===== config.mk =====
export PLATFORM = sky130hd
export DESIGN_NAME = karatsuba_clmul_seq
export DESIGN_NICKNAME = d
export VERILOG_FILES = /design/src/rtl/gf_pkg.sv /design/src/rtl/clmul_comb.sv /design/src/rtl/karatsuba_clmul_seq.sv
export SDC_FILE = /design/constraint.sdc
export NUM_CORES = 1
export LEC_CHECK = 0
export CAP_MARGIN = 40
export CORE_MARGIN = 1.5
export CORE_UTILIZATION = 30
export DETAILED_ROUTE_END_ITERATION = 12
export SLEW_MARGIN = 10
export SYNTH_ARGS = -nofsm -noshare
export SYNTH_HDL_FRONTEND = slang
export SYNTH_SLANG_ARGS = --single-unit

===== constraint.sdc =====
create_clock -name clk -period 2.4 [get_ports clk]
set_input_delay 0.36 -clock clk [delete_from_list [all_inputs] [get_ports clk]]
set_output_delay 0.36 -clock clk [all_outputs]
set_load 0.01 [all_outputs]

===== src/rtl/gf_pkg.sv =====
// Shared definitions for the GF(2) carry-less multiplier: default field polynomials,
// FSM state encoding and a constant-width helper.
package gf_pkg;

    localparam logic [3:0]  POLY4  = 4'h3;          // x^4+x+1
    localparam logic [7:0]  POLY8  = 8'h1B;         // x^8+x^4+x^3+x+1
    localparam logic [15:0] POLY16 = 16'h002B;      // x^16+x^5+x^3+x+1
    localparam logic [31:0] POLY32 = 32'h0000_008D; // x^32+x^7+x^3+x^2+1

    typedef enum logic [2:0] {
        IDLE,
        MUL0,
        MUL1,
        MUL2,
        COMB,
        REDUCE,
        DONE
    } state_e;

    function automatic int clog2(input int v);
        int r;
        r = 0;
        while ((1 << r) < v) r++;
        return r;
    endfunction

    function automatic logic [31:0] default_poly(input int w);
        logic [31:0] p;
        case (w)
            4:       p = {28'h0, POLY4};
            8:       p = {24'h0, POLY8};
            32:      p = POLY32;
            default: p = {16'h0, POLY16};
        endcase
        return p;
    endfunction

endpackage


===== src/rtl/clmul_comb.sv =====
// Purely combinational N x N carry-less multiplier; product is 2N-1 bits.
module clmul_comb #(
    parameter int N = 8
) (
    input  logic [N-1:0]   a,
    input  logic [N-1:0]   b,
    output logic [2*N-2:0] p
);

    always_comb begin
        p = '0;
        for (int i = 0; i < N; i++) begin
            for (int j = 0; j < N; j++) begin
                p[i+j] = p[i+j] ^ (a[i] & b[j]);
            end
        end
    end

endmodule


===== src/rtl/karatsuba_clmul_seq.sv =====
// Sequential one-level Karatsuba carry-less multiplier with optional bit-serial
// reduction modulo a GF(2^W) field polynomial. One half-width multiplier, three passes.
module karatsuba_clmul_seq
    import gf_pkg::*;
#(
    parameter int             W         = 16,
    parameter logic [W-1:0]   POLY      = W'(default_poly(W)),
    parameter bit             REDUCE_EN = 1'b1
) (
    input  logic           clk,
    input  logic           rst,
    input  logic           in_valid,
    output logic           in_ready,
    input  logic [W-1:0]   a,
    input  logic [W-1:0]   b,
    input  logic           mode,
    output logic           out_valid,
    input  logic           out_ready,
    output logic [2*W-1:0] prod
);

    localparam int H  = W / 2;
    localparam int KW = clog2(2 * W);
    localparam logic [2*W-1:0] FPOLY = {{(W-1){1'b0}}, 1'b1, POLY};

    state_e           state_q, state_d;
    logic [W-1:0]     a_q, a_d, b_q, b_d;
    logic             mode_q, mode_d;
    logic [W-1:0]     d0_q, d0_d, d1_q, d1_d, d2_q, d2_d;
    logic [2*W-1:0]   p_q, p_d, prod_q, prod_d;
    logic [KW-1:0]    k_q, k_d;

    logic [H-1:0]     mul_a, mul_b;
    logic [W-2:0]     mul_p;
    logic [W-1:0]     mid;
    logic [2*W-1:0]   t;
    logic             accept;

    clmul_comb #(.N(H)) u_clm (
        .a (mul_a),
        .b (mul_b),
        .p (mul_p)
    );

    // Karatsuba recombination: middle term is (d0^d1^d2) shifted by half a word.
    assign mid = d0_q ^ d1_q ^ d2_q;
    assign t   = {d2_q, d0_q} ^ ({{W{1'b0}}, mid} << H);

    always_comb begin
        state_d  = state_q;
        a_d      = a_q;
        b_d      = b_q;
        mode_d   = mode_q;
        d0_d     = d0_q;
        d1_d     = d1_q;
        d2_d     = d2_q;
        p_d      = p_q;
        k_d      = k_q;
        prod_d   = prod_q;
        in_ready = (state_q == IDLE) | ((state_q == DONE) & out_ready);
        accept   = in_valid & in_ready;

        case (state_q)
            MUL1: begin
                mul_a = a_q[H-1:0] ^ a_q[W-1:H];
                mul_b = b_q[H-1:0] ^ b_q[W-1:H];
            end
            MUL2: begin
                mul_a = a_q[W-1:H];
                mul_b = b_q[W-1:H];
            end
            default: begin
                mul_a = a_q[H-1:0];
                mul_b = b_q[H-1:0];
            end
        endcase

        case (state_q)
            MUL0: begin
                d0_d    = {1'b0, mul_p};
                state_d = MUL1;
            end
            MUL1: begin
                d1_d    = {1'b0, mul_p};
                state_d = MUL2;
            end
            MUL2: begin
                d2_d    = {1'b0, mul_p};
                state_d = COMB;
            end
            COMB: begin
                p_d = t;
                k_d = KW'(2 * W - 2);
                if (REDUCE_EN && mode_q) begin
                    state_d = REDUCE;
                end else begin
                    prod_d  = t;
                    state_d = DONE;
                end
            end
            REDUCE: begin
                // Clear bit k by folding x^k = x^(k-W) * POLY back into the low half.
                if (p_q[k_q]) p_d = p_q ^ (FPOLY << (k_q - KW'(W)));
                if (k_q == KW'(W)) begin
                    prod_d  = p_d;
                    state_d = DONE;
                end else begin
                    k_d = k_q - 1'b1;
                end
            end
            DONE: begin
                if (out_ready) state_d = IDLE;
            end
            default: ;
        endcase

        if (accept) begin
            a_d     = a;
            b_d     = b;
            mode_d  = mode;
            state_d = MUL0;
        end
    end

    always_ff @(posedge clk) begin
        if (rst) begin
            state_q <= IDLE;
            a_q     <= '0;
            b_q     <= '0;
            mode_q  <= 1'b0;
            d0_q    <= '0;
            d1_q    <= '0;
            d2_q    <= '0;
            p_q     <= '0;
            k_q     <= '0;
            prod_q  <= '0;
        end else begin
            state_q <= state_d;
            a_q     <= a_d;
            b_q     <= b_d;
            mode_q  <= mode_d;
            d0_q    <= d0_d;
            d1_q    <= d1_d;
            d2_q    <= d2_d;
            p_q     <= p_d;
            k_q     <= k_d;
            prod_q  <= prod_d;
        end
    end

    assign out_valid = (state_q == DONE);
    assign prod      = prod_q;

endmodule


Word-level counts from Yosys, hierarchy flattened
Cells that the tools add are included.

Flip-flop bits (word level): 150. Logic and storage cells: 175. Input port bits: 37. Output and inout port bits: 34.

Magnitude comparators: 1. Shift-type cells: 1. Bitwise operators: 122. Add/sub/neg operators: 2. Equality and inequality tests: 13. Multiplexer cells: 16. Reductions and logical operators: 9.

Operators by type and width (count): $pmux 32 s2 (2); $mux 32 (3); $and 1x1->1 (66); $xor 1x1->1 (49); $pmux 8 s2 (2); $shl 17x5->32 const A (1); $xor 32x32->32 (1); $xor 31x23->31 (1); $xor 15x15->15 (2); $pmux 3 s6 (1); $xor 8x8->8 (2); $pmux 5 s2 (1); $eq 3x3->1 const B (3); $reduce_and 3->1 (3); $reduce_bool 7->1 (1); $eq 3x2->1 const B (2); $lt 5x6->1 const B (1); $mux 3 (2); $ne 2x2->1 const B (3); $reduce_bool 6->1 (1); $bmux 1 s5 (1); $eq 5x5->1 const B (1); $mux 5 (1); $sub 5x1->5 const B (1); 12 further kinds (13).

Longest topological paths before layout
Word-level depth: 10. Gate-level depth with buffers: 11.

Cells and area by module
From an unflattened synthesis, not the netlist that was laid out.

Cell total of the unflattened synthesis: 1164. Area total of the unflattened synthesis: 8918.6 um^2.

Modules (own cells, without submodules): karatsuba_clmul_seq (sequential area each 3002.9 um^2, times used 1, area each 8134.1 um^2, cells an instance 1038); clmul_comb (sequential area each 0.0 um^2, times used 1, area each 784.5 um^2, cells an instance 126).

Worst setup path after synthesis
OpenSTA, ideal clock, no wires.

Path kind: register to register. From: reg k_q[1]. To: reg p_q[24]. Setup time: 0.133 ns. Required time: 2.267 ns. Clock period less this slack: 2.369 ns. Stages on the path, launching flop included: 10. Path slack: 0.031 ns. Path buffers: 2. Arrival time: 2.237 ns. Cell sequence: dfxtp_1 > buf_6 > mux4_2 > mux2i_4 > mux2i_4 > a211oi_4 > buf_6 > nor2_1 > xnor2_1 > a21oi_1.

Cells in the longest elaborated chain, start to end: 5.

RTL lines: from (decl) (line karatsuba_clmul_seq.sv:31) `logic [KW-1:0] k_q, k_d;`; from (signal assigned) (line karatsuba_clmul_seq.sv:146) `k_q <= k_d;`; $sub 5x5->5 (line karatsuba_clmul_seq.sv:103) `if (p_q[k_q]) p_d = p_q ^ (FPOLY << (k_q - KW'(W)));`; $shl 17x5->32 (line karatsuba_clmul_seq.sv:103); $xor 32x32->32 (line karatsuba_clmul_seq.sv:103); $mux 32 (*) (line karatsuba_clmul_seq.sv:103); $pmux 32 s2 (*) (line karatsuba_clmul_seq.sv:78) `case (state_q)`; to (signal assigned) (line karatsuba_clmul_seq.sv:145) `p_q <= p_d;`; to (decl) (line karatsuba_clmul_seq.sv:30) `logic [2*W-1:0] p_q, p_d, prod_q, prod_d;`.

Every way passes the cells marked *; elsewhere a longest branch is shown, timed or not. The select of a mux whose other input is x is not followed. A chain may end at the register's enable or synchronous reset.

Worst setup path after layout
From: reg k_q[1]. To: reg p_q[23].

Same word-level chain as after synthesis.

==> results summary <==
The via count is 8,436. Leaving out filler cells and counting taps, the final layout contains 1,611. The power share of the combinational group is between 10% and 20%.

The gate count of the mapped netlist is about 1,100. The final setup violation count is 0. The number of pins with negative max-slew slack in the final report is 0. The share of the core filled with cells is 38.48%.

After clock tree synthesis, the clock-pin slew on the worst setup and hold paths is 0.07 ns. Counting the buffers created by CTS gives 17. The average instance in the mapped netlist occupies 7.833 sq um. The number of antenna violations at the first check in global routing is 0.

Sequential cells burn 43.0% of the power. The share of synthesized flip-flops with an asynchronous set or reset came out at 0%. For this run, the number of Yosys warnings is 0. Synthesis produced a netlist with a net count of between 1,000 and 1,500. The switching power share of the total is between 20 and 30%. The critical path's largest stage delay is 0.40 ns. The hold violation count in the final report is 0. The worst hold path begins at rst. The cell family contributing the most delay on the critical path is simple AND/OR/NAND/NOR gates.

The normalized max-slew margin came out at 54.98%. Setup repair after global routing could not meet its margin everywhere. The maximum operating frequency is 431.3 MHz. The capture endpoint of the worst hold path is p_q[28]. The overall die width is roughly 170 microns.

The data required time at the worst endpoint came out at 2.72 ns. The critical path is of the reg2reg type. The number of antenna diodes in the final layout is 0. Along the worst hold path, the cell count comes to 4.

The share of the cycle needed by the critical path after routing came out at 96.61%. The highest ir drop seen on vdd is just under 0.6 mV. The CTS tree is done. The measured slew at the worst slew-check pin came out at a little under 0.7 ns. The clock tree buffer depth is 2. Wires add up to 28,390 microns. The library cell used most frequently in the layout, excluding fill and tap cells, is sky130_fd_sc_hd__nand2_1. Timing analysis after detailed placement gives a worst setup slack of -0.08415 ns. The per-cell routed wire length came out at approximately 18 microns. Detailed placement ended at an HPWL of 21,000 microns. The total track usage is 18.82%. The flop and latch count out of synthesis came out at 150.

The share of cells above drive strength 1 came out at 13.37%. In this run the worst path has a maximum fanout of 14. The part of the total power dissipated in the clock network came out at 41.3%. For the worst-skew pair, the clock arrives at the later sink with an insertion delay of 0.44 ns. The data arrival time of the critical path came out at approximately 2.6 ns. The path depth of the worst reg2reg path came out at 10. The number of remaining DRC errors is 0.

Yosys mapped the design onto 64 distinct sky130hd cell types. Routability-driven placement finished with a final weighted congestion of 0.9170. The number of H-tree levels is 4. The placement-stage cell area came out at 10,340 sq um. The worst register-to-register path begins at k_q[1].

The worst setup path is launched from a register. The post-synth design cell area came out at 8702 sq um. The total instance count after detailed placement is 1,577. The reg-to-reg setup timing slack came out at about 0.081 ns.

The starting utilization of the core area is 30.40%. Walking the worst path, the cells encountered are buf_6 -> mux2i_1 -> a211o_1 -> nor3_2 -> a211oi_4 -> buf_6 -> clkbuf_16 -> nor3_1 -> nor3_2 -> a31o_2. Clock tree synthesis selected as its root buffer the cell sky130_fd_sc_hd__clkbuf_16.

For this block, the initial DRC count from the detailed router was 783. The post-layout worst setup margin came out at 0.08132 ns. The number of global-route vias before repair came out at 8,002.

In this run the remaining antenna-violating nets after routing total 0. The library cells used most frequently in the layout, excluding fill and tap cells, are sky130_fd_sc_hd__nand2_1, sky130_fd_sc_hd__dfxtp_1, sky130_fd_sc_hd__a21oi_1, sky130_fd_sc_hd__buf_4, sky130_fd_sc_hd__nor2_1. Among all stages on the critical path, the largest delay is contributed by sky130_fd_sc_hd__dfxtp_4. The number of hold buffers added after cts is 0. The layout net count came out at 1,257. The final standard cell area without fillers came out at 11,010 sq um. The number of detailed-routing iterations run before antenna repair came out at 6. The overall die area is 30,040 sq um.

The total power is 6.168 mW. The standard-cell row count came out at 62. The count of buffering cells on the critical path with inverters included is 3. Dividing total power by cell area gives a power density of 560.0 nW/um^2. The count of flip-flops with a built-in enable after synthesis is 0. The max capacitance violation total is 0. Among all flip-flop cells after synthesis, the most frequent one is sky130_fd_sc_hd__dfxtp_1. The internal power of the cells totals 4.319 mW.

CTS saw 150 sinks. The post-route clock skew is 0.01479 ns. The worst setup path is captured at a register. The post-synthesis to final-layout area growth came out at 26.57%.

Summed over all failing endpoints, the final setup total negative slack is 0 ns. Summed over all cells, the static leakage comes to 3.877 nW. The number of vias per cell after detailed routing is 5.236. Entering global routing, the biggest net connects 43 pins. The final period demand of the worst path is 2.319 ns. The sequential cell area fraction in the yosys report is between 30 and 40%. Final hold analysis gives a worst-case slack of just under 0.4 ns. The total global routing overflow came out at 0. The flow ran to the end, and the final reports show no timing, DRC or antenna violations.

In this run the vertical extent of the chip is around 170 microns. The reported net switching power is 1.849 mW. The min-delay analysis places its worst path in the category in2reg.

During placement, the flow inserted port buffers numbering 70. The global-route wire length before repair is around 45,000 microns. The core region is 28,630 sq um. During I/O placement, the number of pins put on the boundary was 71.

The endpoint identified for the worst register-to-register timing path is p_q[23].
## power by group through the flow
stage / Sequential, mW / Combinational, mW / Clock (mW)
3_5_place_dp: 2.71 / 0.942 / 0
4_1_cts: 2.66 / 0.946 / 2.60
2_1_floorplan: 2.68 / 0.598 / 0
3_3_place_gp: 2.71 / 0.937 / 0
5_1_grt: 2.67 / 1.05 / 2.71
6_report: 2.65 / 0.967 / 2.55
## synth_stat cells, types with 3 or more instances
master / number / area (sq um)
sky130_fd_sc_hd__nor2_1: 82 / 307.8
sky130_fd_sc_hd__or4_1: 3 / 22.52
sky130_fd_sc_hd__a211o_1: 3 / 26.28
sky130_fd_sc_hd__o31ai_1: 5 / 37.54
sky130_fd_sc_hd__xnor2_1: 76 / 665.6
sky130_fd_sc_hd__buf_2: 14 / 70.07
sky130_fd_sc_hd__and3_1: 8 / 50.05
sky130_fd_sc_hd__nor3b_1: 8 / 60.06
sky130_fd_sc_hd__nand2b_1: 22 / 137.6
sky130_fd_sc_hd__inv_1: 8 / 30.03
sky130_fd_sc_hd__a21o_1: 8 / 60.06
sky130_fd_sc_hd__ha_1: 6 / 75.07
sky130_fd_sc_hd__a32oi_1: 3 / 26.28
sky130_fd_sc_hd__buf_6: 3 / 33.78
sky130_fd_sc_hd__nand3_1: 47 / 235.2
sky130_fd_sc_hd__o211ai_1: 7 / 52.55
sky130_fd_sc_hd__mux4_2: 4 / 90.09
sky130_fd_sc_hd__o21ai_0: 43 / 215.2
sky130_fd_sc_hd__o22ai_1: 15 / 93.84
sky130_fd_sc_hd__a211oi_1: 15 / 112.6
sky130_fd_sc_hd__nand2_1: 192 / 720.7
sky130_fd_sc_hd__a22o_1: 5 / 43.79
sky130_fd_sc_hd__clkbuf_1: 53 / 198.9
sky130_fd_sc_hd__nand4_1: 4 / 25.02
sky130_fd_sc_hd__nor4_1: 5 / 31.28
sky130_fd_sc_hd__dfxtp_1: 150 / 3003
sky130_fd_sc_hd__nor3_1: 16 / 80.08
sky130_fd_sc_hd__xnor3_1: 4 / 90.09
sky130_fd_sc_hd__a21oi_1: 101 / 505.5
sky130_fd_sc_hd__and2_1: 13 / 81.33
sky130_fd_sc_hd__a22oi_1: 72 / 540.5
sky130_fd_sc_hd__xor2_1: 29 / 254.0
sky130_fd_sc_hd__o21ai_1: 17 / 85.08
sky130_fd_sc_hd__mux2i_1: 19 / 190.2
sky130_fd_sc_hd__buf_1: 4 / 15.01
sky130_fd_sc_hd__nor2b_1: 8 / 50.05
sky130_fd_sc_hd__o221ai_1: 3 / 26.28
## final cells by class
type,instances,area (sq um)
Clock buffer,18,429.2
Multi-Input combinational cell,875,5411
Sequential cell,150,3013
Fill cell,2953,17610
Timing Repair Buffer,161,1531
Inverter,9,33.78
Clock inverter,14,115.1
Tap cell,384,480.5
## worst reg2reg max path, stage by stage (launching register included)
cell                        delay, ns
sky130_fd_sc_hd__dfxtp_4         0.40
sky130_fd_sc_hd__buf_6           0.20
sky130_fd_sc_hd__mux2i_1         0.10
sky130_fd_sc_hd__a211o_1         0.31
sky130_fd_sc_hd__nor3_2          0.19
sky130_fd_sc_hd__a211oi_4        0.07
sky130_fd_sc_hd__buf_6           0.14
sky130_fd_sc_hd__clkbuf_16       0.15
sky130_fd_sc_hd__nor3_1          0.37
sky130_fd_sc_hd__nor3_2          0.08
sky130_fd_sc_hd__a31o_2          0.22
## logic make-up (layout without fill, tap and decap cells)
logic type	Yosys count	count (layout)	share of synthesized area, %
adder cells (fa/ha/maj)	6	6	0.8627
XOR/XNOR	109	109	11.60
AND/OR/NAND/NOR	421	421	22.00
AO/OA/AOI/OAI	312	312	22.59
buffers and inverters	86	202	4.270
multiplexers	27	27	4.170
flip-flops	150	150	34.51
## how the worst max path moves through the flow
stage | startpoint | to | slack [ns] | cells past startpoint
finish | k_q[1] | p_q[23] | 0.08 | 10
global route | k_q[1] | p_q[31] | -0.05 | 10
CTS | k_q[1] | p_q[30] | 0.02 | 8
detailed placement | k_q[1] | p_q[17] | -0.08 | 9
global placement | k_q[1] | p_q[19] | -0.08 | 9
floorplan | k_q[1] | p_q[24] | 0.03 | 9
## per-layer routing
layer / share of wire [%] / track usage, %
met1: 43 / 23.82
met2: 50 / 33.12
met5: 0 / 0
met3: 5.2 / 3.114
met4: 1.7 / 4.746
## timing repair
item,in CTS,in global routing
pin swaps,0,12
gates resized for setup,4,24
buffers inserted,0,1
endpoints found under the setup margin,14,67
cloned,0,1
## registers in the layout (all words and copies together) (netlist names)
register,flops
prod,32
mode_q,1
a_q,16
state_q,3
k_q,5
d2_q,15
d0_q,15
b_q,16
p_q,32
d1_q,15
(Power assumes the default switching activity.)
